**src/rtl/array_window_accum.sv**
```systemverilog
// array_window_accum: running sum over the most recent DEPTH unsigned samples.
// Samples live in a circular array; once the window is full, each new sample
// displaces the oldest one, whose value is subtracted from the sum.
// Optional feature: define ARRAY_WINDOW_AVG_EN to add avg_out, the window
// mean (sum_out >> LOG2D), registered alongside sum_out.
module array_window_accum #(
    parameter int WIDTH = 8,
    parameter int DEPTH = 8,
    localparam int LOG2D = $clog2(DEPTH),
    localparam int SW = WIDTH + LOG2D
) (
    input  logic             clk,
    input  logic             rst,
    input  logic             clear,
    input  logic             in_valid,
    input  logic [WIDTH-1:0] data_in,
    output logic [SW-1:0]    sum_out,
    output logic [LOG2D:0]   count,
    output logic             full,
    output logic             out_valid,
`ifdef ARRAY_WINDOW_AVG_EN
    output logic [WIDTH-1:0] avg_out,
`endif
    output logic [WIDTH-1:0] evict_out
);

    typedef enum logic {
        FILL,
        STEADY
    } state_t;

    localparam logic [LOG2D:0] FULL_COUNT = (LOG2D + 1)'(DEPTH);

    state_t           state;
    logic [LOG2D-1:0] wr_ptr;
    logic [WIDTH-1:0] mem [DEPTH];
    logic [WIDTH-1:0] old_sample;
    logic [SW-1:0]    sum_next;
    logic             accept;

    // A sample is taken only when clear is not flushing the window this cycle.
    assign accept     = in_valid && !clear;
    assign old_sample = mem[wr_ptr];

    // Next window sum; once the window is full the entry being overwritten
    // leaves the sum in the same cycle the new sample enters it. The
    // intermediate addition may wrap, but the true result always fits SW bits.
    always_comb begin
        sum_next = sum_out + SW'(data_in);
        if (state == STEADY) begin
            sum_next = sum_out + SW'(data_in) - SW'(old_sample);
        end
    end

    // Sample storage; never reset because stale entries are only read after
    // they have been rewritten in the current window.
    always_ff @(posedge clk) begin
        if (accept) begin
            mem[wr_ptr] <= data_in;
        end
    end

    // Window control FSM with all outputs registered.
    always_ff @(posedge clk or posedge rst) begin
        if (rst) begin
            state     <= FILL;
            wr_ptr    <= '0;
            count     <= '0;
            sum_out   <= '0;
            full      <= 1'b0;
            out_valid <= 1'b0;
            evict_out <= '0;
`ifdef ARRAY_WINDOW_AVG_EN
            avg_out   <= '0;
`endif
        end else if (clear) begin
            state     <= FILL;
            wr_ptr    <= '0;
            count     <= '0;
            sum_out   <= '0;
            full      <= 1'b0;
            out_valid <= 1'b0;
            evict_out <= '0;
`ifdef ARRAY_WINDOW_AVG_EN
            avg_out   <= '0;
`endif
        end else if (in_valid) begin
            wr_ptr    <= wr_ptr + 1'b1;
            sum_out   <= sum_next;
            out_valid <= 1'b1;
`ifdef ARRAY_WINDOW_AVG_EN
            avg_out   <= sum_next[SW-1:LOG2D];
`endif
            case (state)
                FILL: begin
                    count     <= count + 1'b1;
                    evict_out <= '0;
                    if (count == FULL_COUNT - 1'b1) begin
                        state <= STEADY;
                        full  <= 1'b1;
                    end
                end
                STEADY: begin
                    evict_out <= old_sample;
                end
                default: begin
                    state <= FILL;
                end
            endcase
        end else begin
            out_valid <= 1'b0;
        end
    end

endmodule

```
**config.mk**
```make
export PLATFORM = sky130hd
export DESIGN_NAME = array_window_accum
export DESIGN_NICKNAME = d
export VERILOG_FILES = /design/src/rtl/array_window_accum.sv
export SDC_FILE = /design/constraint.sdc
export NUM_CORES = 1
export LEC_CHECK = 0
export BUFFER_PORTS_ARGS = -buffer_cell sky130_fd_sc_hd__buf_2
export CORE_UTILIZATION = 40
export DETAILED_ROUTE_END_ITERATION = 16
export PLACE_DENSITY_LB_ADDON = 0.12
export SETUP_SLACK_MARGIN = 0.2
export SLEW_MARGIN = 20
export SYNTH_ARGS = -nofsm -noshare
export SYNTH_HDL_FRONTEND = slang
export SYNTH_SLANG_ARGS = --single-unit
```
**constraint.sdc**
```tcl
create_clock -name clk -period 4.3 [get_ports clk]
set_input_delay 0.645 -clock clk [delete_from_list [all_inputs] [get_ports clk]]
set_output_delay 0.645 -clock clk [all_outputs]
set_load 0.03 [all_outputs]
```
Yosys cells after proc, flatten, opt, wreduce, memory -nomap -nowiden
Memory sizes are Yosys's and may differ from the RTL's.
Cells that the tools add are included.
{"block": "word_totals", "regBits": 29, "latchBits": 0, "ram_bits": 64, "mem_bits_ro": 0, "output_inout_bits": 25, "elab_cells": 44, "n_memories": 1}
{"name": "mem", "depth": 8, "width": 8, "rd": 1, "rd_clocked_by_memory_dff": 0, "wr": 1, "line": "36", "rtl": "logic [WIDTH-1:0] mem [DEPTH];"}
{"block": "op_classes", "n_addsub": 4, "mul": 0, "div_mod_pow": 0, "magnitude_cmp": 0, "n_eq_ne": 2, "shifts": 0, "mux": 23, "n_bitwise": 1, "n_reduce_logical": 6}
{"op": "$mux 11", "n": 3}
{"op": "$mux 8", "n": 2}
{"op": "$pmux 8 s2", "n": 1}
{"op": "$mux 1", "n": 12}
{"op": "$mux 4", "n": 3}
{"op": "$add 11x8->11", "n": 1}
{"op": "$sub 11x8->11", "n": 1}
{"op": "$mux 3", "n": 2}
{"op": "$add 4x1->4 const B", "n": 1}
{"op": "$eq 4x3->1 const B", "n": 1}
{"op": "$reduce_bool 2->1", "n": 2}
{"op": "$add 3x1->3 const B", "n": 1}
{"op": "$reduce_and 3->1", "n": 1}
{"op": "$ne 2x2->1 const B", "n": 1}
{"op": "$reduce_and 2->1", "n": 1}
{"op": "$logic_and 1x1->1", "n": 1}
{"op": "$logic_not 1->1", "n": 1}
{"op": "$not 1->1", "n": 1}

Logic depth before layout (Yosys ltp)
{"block": "logic_depth", "depth_word": 5, "depth_mapped": 16, "ltp_nobuf": 15}

Worst setup path before layout
Ideal clock, no wire load.
{"block": "synth_timing", "kind": "register -> register", "from": "reg wr_ptr[1]", "to": "reg sum_out[10]", "setup_ps": 125, "arrival_time_ps": 3414, "required_ps": 4175, "path_slack_ps": 761, "path_stages_with_launch": 17, "n_path_buf": 2, "synth_period_minus_slack_ps": 3539, "path_cell_list": "dfrtp_1 buf_2 buf_2 mux2i_1 nor2_1 a31oi_1 nor2_1 a221o_1 ha_1 fa_1 and2b_1 o21ai_2 o21ai_2 a31o_4 mux2_4 o31a_1 mux2_4"}
{"block": "synth_between", "elab_chain_len": 5}
{"item": "from (decl)", "line": "35", "rtl": "logic [LOG2D-1:0] wr_ptr;"}
{"item": "from (signal assigned)", "line": "88", "rtl": "wr_ptr <= wr_ptr + 1'b1;"}
{"item": "$mem_v2 8x8"}
{"item": "$sub 11x8->11", "line": "51", "rtl": "sum_next = sum_out + SW'(data_in) - SW'(old_sample);"}
{"item": "$mux 11", "line": "50", "rtl": "if (state == STEADY) begin"}
{"item": "$mux 11", "line": "87", "rtl": "end else if (in_valid) begin"}
{"item": "$mux 11", "line": "76", "rtl": "end else if (clear) begin"}
{"item": "to (signal assigned)", "line": "89", "rtl": "sum_out <= sum_next;"}
{"item": "to (decl)", "line": "17", "rtl": "output logic [SW-1:0] sum_out,"}
No other way between the ends. The select of a mux whose other input is x is not followed.
A chain may end at the register's enable or synchronous reset.

Worst setup path after layout
Ends and elaborated chain as after synthesis.

==> results.json <==
{
  "synth.top_cells.by_count": "sky130_fd_sc_hd__edfxtp_1, sky130_fd_sc_hd__nor2_1, sky130_fd_sc_hd__dfrtp_1, sky130_fd_sc_hd__nand2_1, sky130_fd_sc_hd__a21oi_1",
  "drt_iter0_markers": 146,
  "number_of_synthesized_flops_with_an_enable_pin": 64,
  "num_io_pins": 37,
  "critical_path_cell_with_the_highest_stage_delay": "sky130_fd_sc_hd__dfrtp_2",
  "synth_simple_gate_area_frac": 0.1267,
  "worst_setup_path_end_kind": "flop",
  "finalWeightedCongestion": 0.8507,
  "number_of_nets_in_the_synthesized_netlist": 421,
  "fin_setup_tns_ns": 0,
  "htree_levels": 3,
  "drive_above_1_share": 0.2019,
  "min-delay-path-class": "primary input to async pin",
  "cts-buffers-inserted": 9,
  "run_status": "completed",
  "finalHoldViolCount": 0,
  "path_delay_family": "compound AO/OA/AOI/OAI gates",
  "grtUsageTotal": 0.1823,
  "max_freq_mhz": 273.6,
  "crit_chain": "and2_1 > a22o_1 > a221o_1 > ha_1 > fa_1 > and2b_1 > o21ai_2 > o21ai_2 > a31o_4 > mux2_4 > o31a_1 > mux2_4",
  "asyncSetResetFlopFracSynth": 0.3118,
  "timing.critical_path.slowest_cell_delay_ns": 0.56,
  "synth_cell_types": 57,
  "sequentialPowerShare": 0.437,
  "p_leak_nw": 2.084,
  "netSwitchingFraction": 0.2864,
  "yosysTopAreaCellShare": 0.4116,
  "total_switching_power_mw": 0.6607,
  "setup_violations": 0,
  "p_int_mw": 1.646,
  "power_per_cell_area_nw_per_um2": 433.9,
  "pwr-share-comb": 0.214,
  "cts_max_path_buffers": 2,
  "postSynth.topFlopCell": "sky130_fd_sc_hd__edfxtp_1",
  "die_outline_area_um2": 12110,
  "detailedRoute.firstPassIterationCount": 6,
  "post_route_core_utilization": 0.4656,
  "post-route-min-period_ns": 3.655,
  "floorplan.rows": 39,
  "final_worst_path_period_share": 0.8500,
  "grt_max_degree": 36,
  "cts-root-buf": "sky130_fd_sc_hd__clkbuf_16",
  "wire_per_inst_um": 17.43,
  "cp_max_fo": 18,
  "post_synth_xor_area_fraction": 0.03189,
  "yosysWarnings": 0,
  "syn2layout_area_growth_pct": 13.85,
  "synth_top_family_by_area": "simple AND/OR/NAND/NOR gates",
  "ys_top_cells_by_area": "sky130_fd_sc_hd__edfxtp_1, sky130_fd_sc_hd__dfrtp_1, sky130_fd_sc_hd__ha_1",
  "floorplan.initialDensity": 0.4089,
  "synth_seq_cells": 93,
  "netlist_instances": 389,
  "startpoint_type": "flop",
  "antenna-diode-count": 0,
  "total_power_mw": 2.307,
  "via_count": 3020,
  "placement.setup.worst_slack_ns": 0.4138,
  "cts.reportedPaths.clkPinSlew_ns": 0.07,
  "cts_tree": "done",
  "fillers": 1074,
  "cp_bufs_invs": 0,
  "timing.critical_path.required_ns": 4.53,
  "grt_setup_unrepaired": "no",
  "worst_slew_margin_rel": 0.3102,
  "maxcap_violations": 0,
  "die_width_um": 110.0,
  "power.clock.fraction": 0.349,
  "route.antenna.remaining_nets": 0,
  "syn_area_um2": 4669,
  "cts_hold_repair.buffers": 0,
  "timing.clock.skew_ns": 0.005267,
  "die_h_um": 110.0,
  "synthMostInstantiatedCell": "sky130_fd_sc_hd__edfxtp_1",
  "cts_setup_buffers": 0,
  "aggregate_global_routing_overflow": 0,
  "worst_ep_arrival_time_ns": 3.89,
  "worstMarginPinSlew_ns": 1.031,
  "postSynthAreaPerCell_um2": 12.00,
  "cell_taking_the_most_area_after_synthesis": "sky130_fd_sc_hd__edfxtp_1",
  "post_synthesis_sequential_area_ratio": 0.5670,
  "report.final.slew_viol_count": 0,
  "via_per_inst": 5.261,
  "ir_drop_mv": 0.2348,
  "timing.final.ws_setup_ns": 0.6451,
  "first_pass_grt_wire_length_um": 15900,
  "clock-sinks": 93,
  "synth_compound_area_frac": 0.1184,
  "grt_antenna_before_repair": 0,
  "fin_nets": 458,
  "grt_pass1_vias": 2854,
  "totalWireLength_um": 10010,
  "core-area_um2": 11420,
  "dp.final_hpwl_um": 6674,
  "portBuffers": 36,
  "setup.worst_path.class": "flop to flop",
  "drc": 0,
  "post_synth_mux_area_share": 0.07476,
  "worstSkewPairLatency_ns": 0.34,
  "yosys.area_share.adder": 0.05681
}
## repair_timing
action                                  CTS  global route
endpoints found under the hold margin     0             0
endpoints found under the setup margin    0             1
gates resized for setup                   0             1
## power by group through the flow
stage	registers, mW	clock network [mW]	logic [mW]
2_1_floorplan	1.04	0	0.370
3_3_place_gp	1.03	0	0.491
3_5_place_dp	1.03	0	0.495
4_1_cts	1.01	0.823	0.498
5_1_grt	1.01	0.854	0.555
6_report	1.01	0.806	0.494
## metal layers
metal / wire length [µm] / vias up / part of all wire / GRT usage
met2: 4397 / 40 / 0.44 / 0.2665
met1: 5186 / 1481 / 0.52 / 0.2668
li1: - / 1490 / - / -
met4: 145 / 0 / 0.014 / 0.07143
met5: 0 / - / 0 / 0
met3: 275 / 9 / 0.027 / 0.03292
## sequential cells by signal, indices dropped and copies added, names as in the netlist
register,count
out_valid,1
state,1
count,4
evict_out,8
full,1
mem,64
wr_ptr,3
sum_out,11
## layout make-up
type / instances / area (µm²) / share of cell area
multi-input cells: 268 / 1913 / 0.3598
clock buffers: 10 / 229.0 / 0.04307
clock inverters: 6 / 68.82 / 0.01294
well taps: 143 / 178.9 / 0.03366
repair buffers: 44 / 240.2 / 0.04519
flip-flops and latches: 93 / 2649 / 0.4982
inverters: 10 / 37.54 / 0.007060
## path summary, 6_finish.rpt
| kind | start | endpoint | slack (ns) | cells past startpoint |
|---|---|---|---|---|
| hold reg to reg | full | full | 0.50 | 2 |
| setup / recovery | wr_ptr[1] | sum_out[10] | 0.65 | 12 |
| max in group asynchronous | rst | wr_ptr[1] | 3.62 | 3 |
| hold / removal | rst | sum_out[0] | 0.37 | 3 |
| setup reg to reg | wr_ptr[1] | sum_out[10] | 0.65 | 12 |
| min in group clk | full | full | 0.50 | 2 |
## stage by stage
step	area (µm²)	instances	hold slack [ns]
floorplan	4669	389	0.6098
global placement	5017	558	0.4778
detailed placement	5017	558	0.4900
CTS	5315	574	0.3753
global route	5316	574	0.4091
finish	5316	574	0.3676
## cell usage in the layout, fill, tap and decap left out, types with 14 or more instances in the layout
cell,synthesis,final
sky130_fd_sc_hd__nand2_1,21,21
sky130_fd_sc_hd__nor2_1,55,55
sky130_fd_sc_hd__nand2b_1,14,14
sky130_fd_sc_hd__a21oi_1,20,20
sky130_fd_sc_hd__edfxtp_1,64,64
sky130_fd_sc_hd__nor2b_1,15,15
sky130_fd_sc_hd__mux2i_1,15,15
sky130_fd_sc_hd__ha_1,18,18
sky130_fd_sc_hd__dfrtp_1,29,28
sky130_fd_sc_hd__buf_2,7,36
## kinds of logic after synthesis
logic type | count (synthesis)
AOI/OAI and AO/OA | 76
xor gates and xnor gates | 17
adders and majority gates | 20
buffers and inverters | 28
DFF | 93
muxes | 30
and+or+nand+nor | 125
## worst min-delay path: stages
cell                    delay [ns]
sky130_fd_sc_hd__buf_2        0.09
sky130_fd_sc_hd__inv_1        0.04
sky130_fd_sc_hd__buf_4        0.35
No activity file was read; power rests on OpenSTA's default activity.
